--- config.mk ---
export PLATFORM = sky130hd
export DESIGN_NAME = axil_reg_responder_flat
export DESIGN_NICKNAME = d
export VERILOG_FILES = /design/src/rtl/axil_resp_pkg.sv /design/src/rtl/axil_reg_responder_if.sv /design/src/rtl/axil_reg_responder_reg_bank.sv /design/src/rtl/axil_reg_responder.sv /design/src/flat_wrapper.sv
export SDC_FILE = /design/constraint.sdc
export NUM_CORES = 1
export LEC_CHECK = 0
export CAP_MARGIN = 20
export CORE_ASPECT_RATIO = 0.75
export CORE_MARGIN = 1
export CORE_UTILIZATION = 50
export CTS_BUF_LIST = sky130_fd_sc_hd__clkbuf_2
export CTS_CLUSTER_SIZE = 10
export DETAILED_ROUTE_END_ITERATION = 6
export PLACE_DENSITY = 0.84
export SETUP_SLACK_MARGIN = 0.4
export SYNTH_ARGS = -nofsm -noshare
export SYNTH_HDL_FRONTEND = slang
export SYNTH_SLANG_ARGS = --single-unit
export TNS_END_PERCENT = 50
--- constraint.sdc ---
create_clock -name aclk -period 13.2 [get_ports aclk]
set_input_delay 2.64 -clock aclk [delete_from_list [all_inputs] [get_ports aclk]]
set_output_delay 2.64 -clock aclk [all_outputs]
set_load 0.1 [all_outputs]
--- src/rtl/axil_resp_pkg.sv ---
// Shared widths, channel state encodings and the byte-strobe merge helper
// for the AXI-Lite register responder.
package axil_resp_pkg;

   localparam int AXIL_DATA_W = 32;
   localparam int AXIL_STRB_W = 4;

   typedef enum logic {
      AW_EMPTY = 1'b0,
      AW_HELD  = 1'b1
   } aw_state_e;

   typedef enum logic {
      W_EMPTY = 1'b0,
      W_HELD  = 1'b1
   } w_state_e;

   function automatic logic [AXIL_DATA_W-1:0] strb_merge(
      input logic [AXIL_DATA_W-1:0] old_v,
      input logic [AXIL_DATA_W-1:0] wdata,
      input logic [AXIL_STRB_W-1:0] wstrb
   );
      logic [AXIL_DATA_W-1:0] res;
      for (int b = 0; b < AXIL_STRB_W; b++) begin
         res[8*b +: 8] = wstrb[b] ? wdata[8*b +: 8] : old_v[8*b +: 8];
      end
      return res;
   endfunction

endpackage

--- src/rtl/axil_reg_responder_if.sv ---
// Reduced AXI-Lite channel bundle (no BRESP/RRESP) between an SoC master and a
// register responder.
interface axil_reg_responder_if;
   import axil_resp_pkg::*;

   logic [31:0]            s_axi_awaddr;
   logic [2:0]             s_axi_awprot;
   logic                   s_axi_awvalid;
   logic                   s_axi_awready;
   logic [AXIL_DATA_W-1:0] s_axi_wdata;
   logic [AXIL_STRB_W-1:0] s_axi_wstrb;
   logic                   s_axi_wvalid;
   logic                   s_axi_wready;
   logic                   s_axi_bvalid;
   logic                   s_axi_bready;
   logic [31:0]            s_axi_araddr;
   logic [2:0]             s_axi_arprot;
   logic                   s_axi_arvalid;
   logic                   s_axi_arready;
   logic                   s_axi_rvalid;
   logic                   s_axi_rready;
   logic [AXIL_DATA_W-1:0] s_axi_rdata;

   modport master (
      output s_axi_awaddr, s_axi_awprot, s_axi_awvalid,
      output s_axi_wdata, s_axi_wstrb, s_axi_wvalid,
      output s_axi_bready,
      output s_axi_araddr, s_axi_arprot, s_axi_arvalid,
      output s_axi_rready,
      input  s_axi_awready, s_axi_wready, s_axi_bvalid,
      input  s_axi_arready, s_axi_rvalid, s_axi_rdata
   );

   modport slave (
      input  s_axi_awaddr, s_axi_awprot, s_axi_awvalid,
      input  s_axi_wdata, s_axi_wstrb, s_axi_wvalid,
      input  s_axi_bready,
      input  s_axi_araddr, s_axi_arprot, s_axi_arvalid,
      input  s_axi_rready,
      output s_axi_awready, s_axi_wready, s_axi_bvalid,
      output s_axi_arready, s_axi_rvalid, s_axi_rdata
   );

endinterface

--- src/rtl/axil_reg_responder_reg_bank.sv ---
// Register storage with byte-strobed writes, a one-cycle commit pulse per
// register and a combinational read mux.
module axil_reg_bank
   import axil_resp_pkg::*;
#(
   parameter int NREGS = 8,
   parameter int IDX_W = $clog2(NREGS)
) (
   input  logic                         i_clk,
   input  logic                         i_rst,
   input  logic                         i_wr_en,
   input  logic [IDX_W-1:0]             i_wr_idx,
   input  logic [AXIL_DATA_W-1:0]       i_wdata,
   input  logic [AXIL_STRB_W-1:0]       i_wstrb,
   input  logic                         i_rd_en,
   input  logic [IDX_W-1:0]             i_rd_idx,
   output logic [AXIL_DATA_W-1:0]       o_rd_data,
   output logic [NREGS*AXIL_DATA_W-1:0] o_reg_q,
   output logic [NREGS-1:0]             o_reg_wr
);

   logic [AXIL_DATA_W-1:0] r_regs [NREGS];
   logic [NREGS-1:0]       r_reg_wr;

   // storage update and commit pulse
   always_ff @(posedge i_clk or posedge i_rst) begin
      if (i_rst) begin
         for (int i = 0; i < NREGS; i++) begin
            r_regs[i] <= '0;
         end
         r_reg_wr <= '0;
      end else begin
         r_reg_wr <= '0;
         if (i_wr_en) begin
            r_regs[i_wr_idx]   <= strb_merge(r_regs[i_wr_idx], i_wdata, i_wstrb);
            r_reg_wr[i_wr_idx] <= 1'b1;
         end
      end
   end

   // out-of-range reads see zero
   always_comb begin
      o_rd_data = '0;
      if (i_rd_en) begin
         o_rd_data = r_regs[i_rd_idx];
      end else begin
         o_rd_data = '0;
      end
   end

   always_comb begin
      o_reg_q = '0;
      for (int i = 0; i < NREGS; i++) begin
         o_reg_q[i*AXIL_DATA_W +: AXIL_DATA_W] = r_regs[i];
      end
   end

   assign o_reg_wr = r_reg_wr;

endmodule

--- src/rtl/axil_reg_responder.sv ---
// AXI-Lite register responder: independent AW/W holding FSMs, B and R response
// registers, in front of an axil_reg_bank.
module axil_reg_responder
   import axil_resp_pkg::*;
#(
   parameter int NREGS  = 8,
   parameter int OFFS_W = 12
) (
   input  logic                         aclk,
   input  logic                         areset,
   axil_reg_responder_if.slave          s_axi,
   output logic [NREGS*AXIL_DATA_W-1:0] reg_q,
   output logic [NREGS-1:0]             reg_wr
);

   localparam int IDX_W = $clog2(NREGS);

   aw_state_e              r_aw_st;
   aw_state_e              w_aw_st_nxt;
   w_state_e               r_w_st;
   w_state_e               w_w_st_nxt;
   logic [OFFS_W-1:0]      r_awoffs;
   logic [AXIL_DATA_W-1:0] r_wdata;
   logic [AXIL_STRB_W-1:0] r_wstrb;
   logic                   r_bvalid;
   logic                   r_rvalid;
   logic [AXIL_DATA_W-1:0] r_rdata;
   logic                   w_aw_hs;
   logic                   w_w_hs;
   logic                   w_b_hs;
   logic                   w_ar_hs;
   logic                   w_r_hs;
   logic                   w_commit;
   logic                   w_wr_in_range;
   logic                   w_rd_in_range;
   logic [OFFS_W-1:0]      w_aroffs;
   logic [AXIL_DATA_W-1:0] w_rd_data;
   logic                   w_unused;

   // both channel FSMs stay HELD while bvalid is up, so no AW/W is taken then
   assign s_axi.s_axi_awready = (r_aw_st == AW_EMPTY);
   assign s_axi.s_axi_wready  = (r_w_st == W_EMPTY);
   assign s_axi.s_axi_arready = ~r_rvalid;
   assign s_axi.s_axi_bvalid  = r_bvalid;
   assign s_axi.s_axi_rvalid  = r_rvalid;
   assign s_axi.s_axi_rdata   = r_rdata;

   assign w_aw_hs  = s_axi.s_axi_awvalid & s_axi.s_axi_awready;
   assign w_w_hs   = s_axi.s_axi_wvalid & s_axi.s_axi_wready;
   assign w_b_hs   = r_bvalid & s_axi.s_axi_bready;
   assign w_ar_hs  = s_axi.s_axi_arvalid & s_axi.s_axi_arready;
   assign w_r_hs   = r_rvalid & s_axi.s_axi_rready;
   assign w_commit = (r_aw_st == AW_HELD) & (r_w_st == W_HELD) & ~r_bvalid;

   assign w_aroffs      = s_axi.s_axi_araddr[OFFS_W-1:0];
   assign w_wr_in_range = (r_awoffs[OFFS_W-1:IDX_W+2] == '0);
   assign w_rd_in_range = (w_aroffs[OFFS_W-1:IDX_W+2] == '0);

   assign w_unused = ^{s_axi.s_axi_awaddr[31:OFFS_W], s_axi.s_axi_awprot,
                       s_axi.s_axi_araddr[31:OFFS_W], s_axi.s_axi_arprot,
                       w_aroffs[1:0], r_awoffs[1:0]};

   // channel state register
   always_ff @(posedge aclk or posedge areset) begin
      if (areset) begin
         r_aw_st <= AW_EMPTY;
         r_w_st  <= W_EMPTY;
      end else begin
         r_aw_st <= w_aw_st_nxt;
         r_w_st  <= w_w_st_nxt;
      end
   end

   // AW/W next state: fill on handshake, drain on the B handshake
   always_comb begin
      w_aw_st_nxt = r_aw_st;
      w_w_st_nxt  = r_w_st;
      case (r_aw_st)
         AW_EMPTY: if (w_aw_hs) w_aw_st_nxt = AW_HELD;  else w_aw_st_nxt = AW_EMPTY;
         AW_HELD:  if (w_b_hs)  w_aw_st_nxt = AW_EMPTY; else w_aw_st_nxt = AW_HELD;
         default:  w_aw_st_nxt = AW_EMPTY;
      endcase
      case (r_w_st)
         W_EMPTY: if (w_w_hs) w_w_st_nxt = W_HELD;  else w_w_st_nxt = W_EMPTY;
         W_HELD:  if (w_b_hs) w_w_st_nxt = W_EMPTY; else w_w_st_nxt = W_HELD;
         default: w_w_st_nxt = W_EMPTY;
      endcase
   end

   // request latches and response registers
   always_ff @(posedge aclk or posedge areset) begin
      if (areset) begin
         r_awoffs <= '0;
         r_wdata  <= '0;
         r_wstrb  <= '0;
         r_bvalid <= 1'b0;
         r_rvalid <= 1'b0;
         r_rdata  <= '0;
      end else begin
         if (w_aw_hs) r_awoffs <= s_axi.s_axi_awaddr[OFFS_W-1:0];
         if (w_w_hs) begin
            r_wdata <= s_axi.s_axi_wdata;
            r_wstrb <= s_axi.s_axi_wstrb;
         end
         if (w_commit)    r_bvalid <= 1'b1;
         else if (w_b_hs) r_bvalid <= 1'b0;
         // rdata samples the bank before any same-edge commit lands
         if (w_ar_hs) begin
            r_rvalid <= 1'b1;
            r_rdata  <= w_rd_data;
         end else if (w_r_hs) begin
            r_rvalid <= 1'b0;
         end
      end
   end

   axil_reg_bank #(
      .NREGS (NREGS),
      .IDX_W (IDX_W)
   ) u_bank (
      .i_clk     (aclk),
      .i_rst     (areset),
      .i_wr_en   (w_commit & w_wr_in_range),
      .i_wr_idx  (r_awoffs[IDX_W+1:2]),
      .i_wdata   (r_wdata),
      .i_wstrb   (r_wstrb),
      .i_rd_en   (w_rd_in_range),
      .i_rd_idx  (w_aroffs[IDX_W+1:2]),
      .o_rd_data (w_rd_data),
      .o_reg_q   (reg_q),
      .o_reg_wr  (reg_wr)
   );

endmodule

--- src/flat_wrapper.sv ---
// flat-port wrapper written by rule: the top's interface ports become plain ports
module axil_reg_responder_flat import axil_resp_pkg::*;
#(
   parameter int NREGS  = 8,
   parameter int OFFS_W = 12
)
  (aclk, areset, reg_q, reg_wr, s_axi_s_axi_awaddr, s_axi_s_axi_awprot, s_axi_s_axi_awvalid, s_axi_s_axi_wdata, s_axi_s_axi_wstrb, s_axi_s_axi_wvalid, s_axi_s_axi_bready, s_axi_s_axi_araddr, s_axi_s_axi_arprot, s_axi_s_axi_arvalid, s_axi_s_axi_rready, s_axi_s_axi_awready, s_axi_s_axi_wready, s_axi_s_axi_bvalid, s_axi_s_axi_arready, s_axi_s_axi_rvalid, s_axi_s_axi_rdata);
  axil_reg_responder_if s_axi_i ();
  input  logic aclk;
  input  logic areset;
  output logic [NREGS*AXIL_DATA_W-1:0] reg_q;
  output logic [NREGS-1:0] reg_wr;
  input wire logic [$bits(s_axi_i.s_axi_awaddr)-1:0] s_axi_s_axi_awaddr;
  input wire logic [$bits(s_axi_i.s_axi_awprot)-1:0] s_axi_s_axi_awprot;
  input wire logic [$bits(s_axi_i.s_axi_awvalid)-1:0] s_axi_s_axi_awvalid;
  input wire logic [$bits(s_axi_i.s_axi_wdata)-1:0] s_axi_s_axi_wdata;
  input wire logic [$bits(s_axi_i.s_axi_wstrb)-1:0] s_axi_s_axi_wstrb;
  input wire logic [$bits(s_axi_i.s_axi_wvalid)-1:0] s_axi_s_axi_wvalid;
  input wire logic [$bits(s_axi_i.s_axi_bready)-1:0] s_axi_s_axi_bready;
  input wire logic [$bits(s_axi_i.s_axi_araddr)-1:0] s_axi_s_axi_araddr;
  input wire logic [$bits(s_axi_i.s_axi_arprot)-1:0] s_axi_s_axi_arprot;
  input wire logic [$bits(s_axi_i.s_axi_arvalid)-1:0] s_axi_s_axi_arvalid;
  input wire logic [$bits(s_axi_i.s_axi_rready)-1:0] s_axi_s_axi_rready;
  output wire logic [$bits(s_axi_i.s_axi_awready)-1:0] s_axi_s_axi_awready;
  output wire logic [$bits(s_axi_i.s_axi_wready)-1:0] s_axi_s_axi_wready;
  output wire logic [$bits(s_axi_i.s_axi_bvalid)-1:0] s_axi_s_axi_bvalid;
  output wire logic [$bits(s_axi_i.s_axi_arready)-1:0] s_axi_s_axi_arready;
  output wire logic [$bits(s_axi_i.s_axi_rvalid)-1:0] s_axi_s_axi_rvalid;
  output wire logic [$bits(s_axi_i.s_axi_rdata)-1:0] s_axi_s_axi_rdata;
  assign s_axi_i.s_axi_awaddr = s_axi_s_axi_awaddr;
  assign s_axi_i.s_axi_awprot = s_axi_s_axi_awprot;
  assign s_axi_i.s_axi_awvalid = s_axi_s_axi_awvalid;
  assign s_axi_i.s_axi_wdata = s_axi_s_axi_wdata;
  assign s_axi_i.s_axi_wstrb = s_axi_s_axi_wstrb;
  assign s_axi_i.s_axi_wvalid = s_axi_s_axi_wvalid;
  assign s_axi_i.s_axi_bready = s_axi_s_axi_bready;
  assign s_axi_i.s_axi_araddr = s_axi_s_axi_araddr;
  assign s_axi_i.s_axi_arprot = s_axi_s_axi_arprot;
  assign s_axi_i.s_axi_arvalid = s_axi_s_axi_arvalid;
  assign s_axi_i.s_axi_rready = s_axi_s_axi_rready;
  assign s_axi_s_axi_awready = s_axi_i.s_axi_awready;
  assign s_axi_s_axi_wready = s_axi_i.s_axi_wready;
  assign s_axi_s_axi_bvalid = s_axi_i.s_axi_bvalid;
  assign s_axi_s_axi_arready = s_axi_i.s_axi_arready;
  assign s_axi_s_axi_rvalid = s_axi_i.s_axi_rvalid;
  assign s_axi_s_axi_rdata = s_axi_i.s_axi_rdata;
  axil_reg_responder #(.NREGS(NREGS), .OFFS_W(OFFS_W)) u_core (.aclk(aclk), .areset(areset), .s_axi(s_axi_i), .reg_q(reg_q), .reg_wr(reg_wr));
endmodule
==> impl_metrics.env, run 1 <==
export IMPL_max_slew_margin_pct=20.2
export IMPL_drt_pre_antenna_iters=7
export IMPL_setup_violations=0
export IMPL_layout_commonest_cell="clkdlybuf4s50_1"
export IMPL_core_region_area_mm2=0.0324
export IMPL_p_per_area_mw_per_mm2=163
export IMPL_dp_cells=2211
export IMPL_gr_total_overflow=0
export IMPL_critical_path_max_stage_delay_ns=1.27
export IMPL_ys_types=47
export IMPL_worstMarginPinSlew_ns=1.19
export IMPL_place_ws_ns=7.50
export IMPL_track_usage_pct=35.1
export IMPL_crit_fanout=4
export IMPL_cp_num_cells=1
export IMPL_synth_edf_count=0
export IMPL_cts_tree="done"
export IMPL_critPathArrivalTime_ns=2.58
export IMPL_htreeDepth=3
export IMPL_totalWireLength_mm=58.9
export IMPL_vias=14700
export IMPL_port_buffers=363
export IMPL_antenna_found_initial=2
export IMPL_dominantRegCellSynth="dfrtp_1"
export IMPL_drt_iter0_drc=1523
export IMPL_die_area_mm2=0.0336
export IMPL_final_cells=2360
export IMPL_postCtsHoldBufs=0
export IMPL_finClkSkew_ns=0.0536
export IMPL_netlist_area_mm2=0.0165
export IMPL_critical_path_required_ns=10.56
export IMPL_postRouteAntennaNets=0
export IMPL_clockRootBuffer="clkbuf_2"
export IMPL_syn_avg_cell_area_um2=10.9
export IMPL_worstHoldPathCells=2
export IMPL_path_buf_inv=1
export IMPL_synth_xor_area_share_pct=0
export IMPL_gp_congestion=0.866
export IMPL_ios=414
export IMPL_status="finished clean"
export IMPL_maxCapViolCount=0
export IMPL_synth_seq_cells=346
export IMPL_fp_row_count=57
export IMPL_area_growth_pct=28.1
export IMPL_drt_drc_violations_left=0
export IMPL_cts_buffers=85
export IMPL_synth_compound_area_share_pct=16.1
export IMPL_final_cell_mix="clkdlybuf4s50_1, dfrtp_1, nand2_1"
export IMPL_yosys_area_share_adder_pct=0
export IMPL_period_needed_ns=5.22
export IMPL_seq_area_frac_synth_pct=52.6
export IMPL_fmax_mhz=192
export IMPL_die_w_um=211
export IMPL_fin_tns_setup_ns=0
export IMPL_final_max_slew_violation_count=0
export IMPL_hold_viol=0
export IMPL_syn_num_nets=1623
export IMPL_layout_drive_gt1_share_pct=15.8
export IMPL_cts_sinks=346
export IMPL_grt_pass1_wl_mm=88.4
export IMPL_dp_hpwl_mm=36.6
export IMPL_clock_latency_ns=0.91
export IMPL_layout_setup_ws_ns=7.98
export IMPL_cp_end_kind="primary output"
export IMPL_clk_path_buf_depth=3
export IMPL_grt_max_degree=108
export IMPL_p_leak_nw=8.89
export IMPL_critical_path_top_delay_family="buffers and inverters"
export IMPL_critPathSlowestCell="clkdlybuf4s50_1"
export IMPL_r2r_cells=6
export IMPL_finalNetCount=1970
export IMPL_vias_per_cell=6.21
export IMPL_cts_setup_buffers=0
export IMPL_cp_start_kind="flop"
export IMPL_grt_pass1_vias=14600
export IMPL_die_y_um=159
export IMPL_path_class="reg2out"
export IMPL_peakVddDrop_uv=183
export IMPL_synth_top_family_by_area="multiplexers"
export IMPL_clk_pin_slew_ns=0.11
export IMPL_hp_class="reg2reg"
export IMPL_yosys_area_share_simple_pct=9.22
export IMPL_synthCells=1510
export IMPL_synth_mux_area_share_pct=17.9
export IMPL_synthArstFlopShare_pct=100
export IMPL_rsz0062_at_grt="false"
export IMPL_finalPower_mw=3.45
export IMPL_wl_per_cell_um=25.0
export IMPL_cts_resized=0
export IMPL_min_period_over_period_pct=39.5
export IMPL_synth_warnings=0
export IMPL_start_util_pct=50.8
export IMPL_cp_cell_sequence="clkdlybuf4s50_1"
-- report_power, final --
| group | leakage, nW | internal [mW] | switching (mW) |
|---|---|---|---|
| clock network | 0.568 | 0.278 | 0.444 |
| registers | 4.72 | 1.18 | 0.125 |
| logic | 3.60 | 0.372 | 1.05 |
| total | 8.89 | 1.83 | 1.61 |
-- through the flow --
stage | utilization [%] | cell area (um^2) | hold slack [ns]
detailed placement | 62.7 | 20300 | 0.469
global route | 65.1 | 21100 | 0.514
global placement | 62.7 | 20300 | 0.463
floorplan | - | 16500 | 0.472
finish | 65.1 | 21100 | 0.492
CTS | 65.0 | 21100 | 0.491
-- sequential cells by signal, indices dropped and copies added (netlist names) --
name                       count
u_core.r_awoffs               10
u_core.r_wdata                32
u_core.r_aw_st                 1
u_core.r_w_st                  1
u_core.s_axi.s_axi_rdata      32
u_core.u_bank.o_reg_wr         8
u_core.r_wstrb                 4
u_core.u_bank.o_reg_q        256
u_core.s_axi.s_axi_rvalid      1
u_core.s_axi.s_axi_bvalid      1
-- cell type report --
type,instances,area (um^2)
Inverter,19,78.8
Timing Repair Buffer,386,3820
Sequential cell,346,8660
Antenna cell,1,2.50
Fill cell,2526,11300
Clock buffer,118,591
Clock inverter,29,163
Tap cell,442,553
Multi-Input combinational cell,1019,7210
-- logic make-up after synthesis --
group / Yosys count
multiplexers: 203
AND/OR/NAND/NOR: 364
AO/OA/AOI/OAI: 452
flip-flops: 346
buffers and inverters: 145
-- worst paths after layout --
kind	end	start	slack, ns
hold / removal	u_core.s_axi.s_axi_rdata[14]	u_core.s_axi.s_axi_rdata[14]	0.49
setup / recovery	reg_q[30]	u_core.u_bank.o_reg_q[30]	7.98
setup reg to reg	u_core.u_bank.o_reg_q[28]	u_core.r_awoffs[2]	9.94
max in group asynchronous	u_core.u_bank.o_reg_q[89]	areset	8.53
min in group asynchronous	u_core.s_axi.s_axi_rdata[5]	areset	2.24
hold reg to reg	u_core.s_axi.s_axi_rdata[14]	u_core.s_axi.s_axi_rdata[14]	0.49
-- synthesized netlist by cell type (7+ instances only) --
cell type / count / area, um^2
mux4_2: 67 / 1510
inv_1: 14 / 52.6
clkbuf_1: 38 / 143
nand2_1: 305 / 1140
buf_2: 69 / 345
o221ai_1: 8 / 70.1
a221oi_1: 32 / 280
dfrtp_1: 346 / 8660
a22oi_1: 19 / 143
a211o_1: 7 / 61.3
buf_1: 8 / 30.0
o22ai_1: 19 / 119
o21ai_1: 20 / 100
nor2_1: 13 / 48.8
nor2b_1: 8 / 50.1
o31ai_1: 32 / 240
o211ai_1: 9 / 67.6
o21ai_0: 272 / 1360
mux2_2: 60 / 676
a21oi_1: 20 / 100
mux2i_1: 76 / 761
-- metal layers --
metal	GRT usage, %	part of all wire [%]	vias to the layer above
met5	0	0.017	-
met4	16.4	4.5	2
met3	9.53	11	198
met2	52.6	45	983
met1	47.6	40	7260
li1	-	-	6223
Power figures use the tool's default switching activity.
==> run 2: changes to the inputs <==
Settings changed: CORE_UTILIZATION 50 to 46, PLACE_DENSITY 0.84 to 0.82.
Clock period 13.2 ns to 4.6 ns, I/O delays scaled along.
==> run 2 against run 1 <==
The flow now finishes with violations (design-rule violations). Global-route usage shrank 2.0 points. Design area increased by 0.44%. Critical path depth is 2 higher. Sequential share of layout area shrank 0.18 points. Via count is 1.3% higher. Sequential cell count did not move. Clock skew is 0.012 ns higher. Utilization decreased by 4.5 points. First-iteration DRC count up 11%. Register-to-register slack lost 9.0 ns. Largest power group is now registers.
==> impl_metrics.env, run 2 (synthesized netlist as in run 1, its figures left out) <==
export IMPL_violations="design-rule violations"
export IMPL_htreeDepth=3
export IMPL_cts_resized=0
export IMPL_critPathSlowestCell="nand3_4"
export IMPL_status="finished, violations left"
export IMPL_totalWireLength_mm=60.0
export IMPL_path_class="reg2reg"
export IMPL_clock_latency_ns=0.91
export IMPL_critPathArrivalTime_ns=4.37
export IMPL_die_y_um=166
export IMPL_maxCapViolCount=0
export IMPL_r2r_start="u_core.r_awoffs[4]"
export IMPL_fp_row_count=59
export IMPL_drt_iter0_drc=1694
export IMPL_cts_setup_buffers=0
export IMPL_regArea_mm2=0.00866
export IMPL_rsz0062_at_grt="false"
export IMPL_grt_pass1_vias=14700
export IMPL_area_growth_pct=28.7
export IMPL_wl_per_cell_um=25.2
export IMPL_final_max_slew_violation_count=0
export IMPL_grt_pass1_wl_mm=90.4
export IMPL_vias=14900
export IMPL_cts_tree="done"
export IMPL_ios=414
export IMPL_peakVddDrop_uv=455
export IMPL_post_route_util_pct=60.6
export IMPL_finClkSkew_ns=0.0657
export IMPL_layout_commonest_cell="clkdlybuf4s50_1"
export IMPL_crit_fanout=65
export IMPL_finalNetCount=1974
export IMPL_cts_buffers=86
export IMPL_clockRootBuffer="clkbuf_2"
export IMPL_worstSetupStartpoint="u_core.r_awoffs[4]"
export IMPL_antenna_found_initial=3
export IMPL_p_leak_nw=8.94
export IMPL_drt_drc_violations_left=21
export IMPL_fillerInstances=2847
export IMPL_finalPower_mw=9.96
export IMPL_cp_end_kind="flop"
export IMPL_min_period_over_period_pct=79.0
export IMPL_postRouteAntennaNets=0
export IMPL_drt_pre_antenna_iters=7
export IMPL_gr_total_overflow=0
export IMPL_setup_violations=0
export IMPL_cp_start_kind="flop"
export IMPL_fmax_mhz=275
export IMPL_cp_cell_sequence="and2_1, nand3_4, o21ai_0"
export IMPL_grt_max_degree=143
export IMPL_final_cell_mix="clkdlybuf4s50_1, dfrtp_1, nand2_1"
export IMPL_clk_path_buf_depth=3
export IMPL_die_area_mm2=0.0365
export IMPL_core_region_area_mm2=0.0349
export IMPL_critical_path_required_ns=5.33
export IMPL_cts_sinks=346
export IMPL_max_slew_margin_pct=23.3
export IMPL_largest_reg_flops=256
export IMPL_hold_viol=0
export IMPL_port_buffers=363
export IMPL_vias_per_cell=6.23
export IMPL_die_w_um=220
export IMPL_p_per_area_mw_per_mm2=471
export IMPL_hp_class="in2async"
export IMPL_period_needed_ns=3.64
export IMPL_multiInputGateArea_mm2=0.00721
export IMPL_clk_pin_slew_ns=0.12
export IMPL_critical_path_max_stage_delay_ns=1.01
export IMPL_postCtsHoldBufs=0
export IMPL_track_usage_pct=33.0
export IMPL_gp_congestion=0.903
export IMPL_worstMarginPinSlew_ns=1.15
export IMPL_layout_drive_gt1_share_pct=16.3
export IMPL_dp_hpwl_mm=38.3
export IMPL_start_util_pct=47.1
run 2: cell count changes in the layout (fill, tap and decap cells not counted):
cell and delta:
clkinv_2 +5, buf_16 -1, clkbuf_2 +4, buf_12 +3, buf_4 +1, inv_8 -1
clkinv_1 -2, clkinvlp_4 +1
run 2: layer usage:
metal / track usage [%] / up-vias / part of all wire (%)
met5: 0 / - / 0.038
met3: 9.62 / 196 / 12
met2: 50.0 / 1024 / 46
met1: 43.8 / 7394 / 38
met4: 15.4 / 4 / 4.2
li1: - / 6240 / -
run 2: stage by stage:
stage	hold slack, ns	setup TNS, ns	setup slack [ns]	instances	cell area [um^2]
CTS	0.370	0	0.962	2384	21200
detailed placement	0.471	0	1.17	2230	20400
floorplan	0.472	-328.86	-0.950	1510	16500
global placement	0.462	0	1.31	2230	20400
global route	0.382	0	0.949	2385	21200
finish	0.434	0	0.964	2385	21200
run 2: critical path: cells and delay by family (launching register included):
family / cells / cell delay (ns)
AND/OR/NAND/NOR: 2 / 1.97
flip-flops: 1 / 0.93
AO/OA/AOI/OAI: 1 / 0.53
run 2: path summary, 6_finish.rpt:
check | endpoint | slack, ns | cells past startpoint
min in group aclk | u_core.s_axi.s_axi_rdata[17] | 0.48 | 2
max in group asynchronous | u_core.r_awoffs[2] | 2.88 | 3
min | u_core.s_axi.s_axi_rdata[6] | 0.43 | 2
min reg2reg | u_core.s_axi.s_axi_rdata[17] | 0.48 | 2
max | u_core.u_bank.o_reg_q[235] | 0.96 | 3
max reg2reg | u_core.u_bank.o_reg_q[235] | 0.96 | 3
run 2: where the power goes:
part	internal, mW	switching (mW)
clock	0.828	1.29
combinational	1.07	2.85
sequential	3.39	0.545
run 2: final cells by class:
type / instances / share of cell area (%)
timing repair buffer: 389 / 18.2
multi-input combinational: 1019 / 34.1
antenna: 1 / 0.0118
inverter: 19 / 0.355
sequential: 346 / 40.9
clock buffer: 122 / 2.88
tap: 457 / 2.70
clock inverter: 32 / 0.851
==> run 3: changes to the inputs <==
Clock period 4.6 ns to 3 ns, I/O delays scaled along.
==> run 3 against run 2 <==
The run still ends with design-rule violations left. Sequential share of layout area is 0.32 points higher. Critical endpoint is now u_core.u_bank.o_reg_q[156]. Worst setup slack got worse by 0.46 ns. Hold slack worse by 0.32 ns. Critical path depth up 3. Highest routed layer unchanged. Sequential power is 51% higher.
==> impl_metrics.env, run 3 (synthesized netlist as in run 1, its figures left out) <==
export IMPL_peakVddDrop_uv=592
export IMPL_crit_fanout=24
export IMPL_critical_path_required_ns=3.77
export IMPL_placed_area_mm2=0.0201
export IMPL_cp_start_kind="flop"
export IMPL_fp_row_count=59
export IMPL_regArea_mm2=0.00867
export IMPL_start_util_pct=47.1
export IMPL_path_class="reg2reg"
export IMPL_track_usage_pct=32.8
export IMPL_hp_class="in2async"
export IMPL_area_growth_pct=27.7
export IMPL_reg2reg_to="u_core.u_bank.o_reg_q[156]"
export IMPL_antenna_found_initial=3
export IMPL_rsz0062_at_grt="true"
export IMPL_path_buf_inv=1
export IMPL_totalWireLength_mm=60.0
export IMPL_layout_commonest_cell="buf_4"
export IMPL_clk_pin_slew_ns=0.11
export IMPL_r2r_start="u_core.r_awoffs[2]"
export IMPL_layout_drive_gt1_share_pct=33.4
export IMPL_max_slew_margin_pct=39.2
export IMPL_postRouteAntennaNets=0
export IMPL_postCtsHoldBufs=0
export IMPL_clk_path_buf_depth=3
export IMPL_period_needed_ns=2.49
export IMPL_grt_met1_usage_pct=44.7
export IMPL_min_period_over_period_pct=83.1
export IMPL_port_buffers=363
export IMPL_finClkSkew_ns=0.0709
export IMPL_core_region_area_mm2=0.0349
export IMPL_cp_cell_sequence="buf_4, mux2_2, a22oi_1, o22ai_1, nor3_2, o31ai_1"
export IMPL_cp_end_kind="flop"
export IMPL_die_area_mm2=0.0365
export IMPL_wl_per_cell_um=24.7
export IMPL_final_area_mm2=0.0210
export IMPL_die_w_um=220
export IMPL_worstMarginPinSlew_ns=0.911
export IMPL_hold_viol=0
export IMPL_fillerInstances=2849
export IMPL_setup_violations=0
export IMPL_top_usage_layer="met2"
export IMPL_cts_buffers=84
export IMPL_largest_reg_flops=256
export IMPL_htreeDepth=3
export IMPL_met2_usage_pct=48.7
export IMPL_whs_ns=0.110
export IMPL_status="finished, violations left"
export IMPL_gr_total_overflow=0
export IMPL_vias_per_cell=6.12
export IMPL_final_max_slew_violation_count=0
export IMPL_drt_drc_violations_left=22
export IMPL_maxCapViolCount=0
export IMPL_grt_pass1_vias=14600
export IMPL_grtUsageMet3_pct=9.29
export IMPL_finalNetCount=2013
export IMPL_r2r_cells=6
export IMPL_final_cell_mix="buf_4, dfrtp_1, nand2_1"
export IMPL_p_leak_nw=9.83
export IMPL_clock_latency_ns=0.93
export IMPL_dp_hpwl_mm=40.6
export IMPL_clockRootBuffer="clkbuf_2"
export IMPL_reg2reg_slack_ns=0.51
export IMPL_cts_sinks=346
export IMPL_fin_tns_setup_ns=0
export IMPL_cts_tree="done"
export IMPL_critical_path_max_stage_delay_ns=0.70
export IMPL_grt_pass1_wl_mm=89.4
export IMPL_violations="design-rule violations"
export IMPL_critPathSlowestCell="dfrtp_4"
export IMPL_gp_congestion=0.924
export IMPL_vias=14800
export IMPL_multiInputGateArea_mm2=0.00725
export IMPL_drt_pre_antenna_iters=7
export IMPL_p_per_area_mw_per_mm2=742
export IMPL_critPathArrivalTime_ns=3.26
export IMPL_ios=414
export IMPL_grt_max_degree=66
export IMPL_critical_path_top_delay_family="flip-flops"
export IMPL_die_y_um=166
export IMPL_fmax_mhz=401
export IMPL_drt_iter0_drc=1557
==> run 3: changes by cell type in the layout (fill, tap and decap cells not counted), moves of 2 or more <==
cell / previous run / this run
buf_12: 3 / 20
buf_4: 25 / 348
bufinv_16: 2 / 4
clkbuf_2: 122 / 120
clkdlybuf4s50_1: 360 / 59
clkinv_2: 6 / 2
clkinvlp_4: 1 / 3
inv_2: 4 / 2
o22ai_1: 19 / 16
o22ai_2: 0 / 3
==> run 3: where the power goes <==
| group | internal [mW] | leakage, nW | switching, mW |
|---|---|---|---|
| combinational | 1.76 | 4.52 | 4.50 |
| clock | 1.42 | 0.599 | 1.97 |
| sequential | 5.20 | 4.72 | 0.737 |
==> run 3: worst max path at each step <==
stage	start	endpoint	slack, ns	depth (start not counted)
floorplan	areset	u_core.r_aw_st	-2.23	1
global placement	u_core.s_axi.s_axi_bvalid	u_core.u_bank.o_reg_q[58]	0.49	7
detailed placement	u_core.s_axi.s_axi_bvalid	u_core.u_bank.o_reg_q[58]	0.39	7
CTS	u_core.r_awoffs[3]	u_core.u_bank.o_reg_q[59]	0.44	7
global route	u_core.r_awoffs[2]	u_core.u_bank.o_reg_q[169]	0.36	6
finish	u_core.r_awoffs[2]	u_core.u_bank.o_reg_q[156]	0.51	6
==> run 3: repair_timing <==
action | in CTS | in global routing
gates cloned | 0 | 1
resized for setup | 0 | 6
pin swaps | 1 | 0
setup buffers | 1 | 0
setup endpoints to repair | 21 | 139
==> run 3: final cells by class <==
type	instances	area share [%]
Tap cell	457	2.72
Antenna cell	2	0.0238
Inverter	19	0.357
Clock buffer	120	2.86
Multi-Input combinational cell	1020	34.5
Sequential cell	346	41.2
Clock inverter	31	1.10
Timing Repair Buffer	429	17.2
==> run 3: metrics by stage <==
| stage | setup slack (ns) | utilization [%] | power [mW] | cells |
|---|---|---|---|---|
| floorplan | -2.23 | - | 9.94 | 1510 |
| global placement | 0.489 | 57.6 | 12.0 | 2269 |
| detailed placement | 0.389 | 57.6 | 12.1 | 2269 |
| CTS | 0.437 | 60.1 | 15.4 | 2421 |
| global route | 0.356 | 60.2 | 16.2 | 2424 |
| finish | 0.506 | 60.2 | 15.6 | 2424 |
==> run 3: per-layer routing <==
layer,part of all wire [%],routed length (um)
met3,11,6640
met1,40,23800
met4,4.3,2560
met2,45,27000
met5,0.030,18
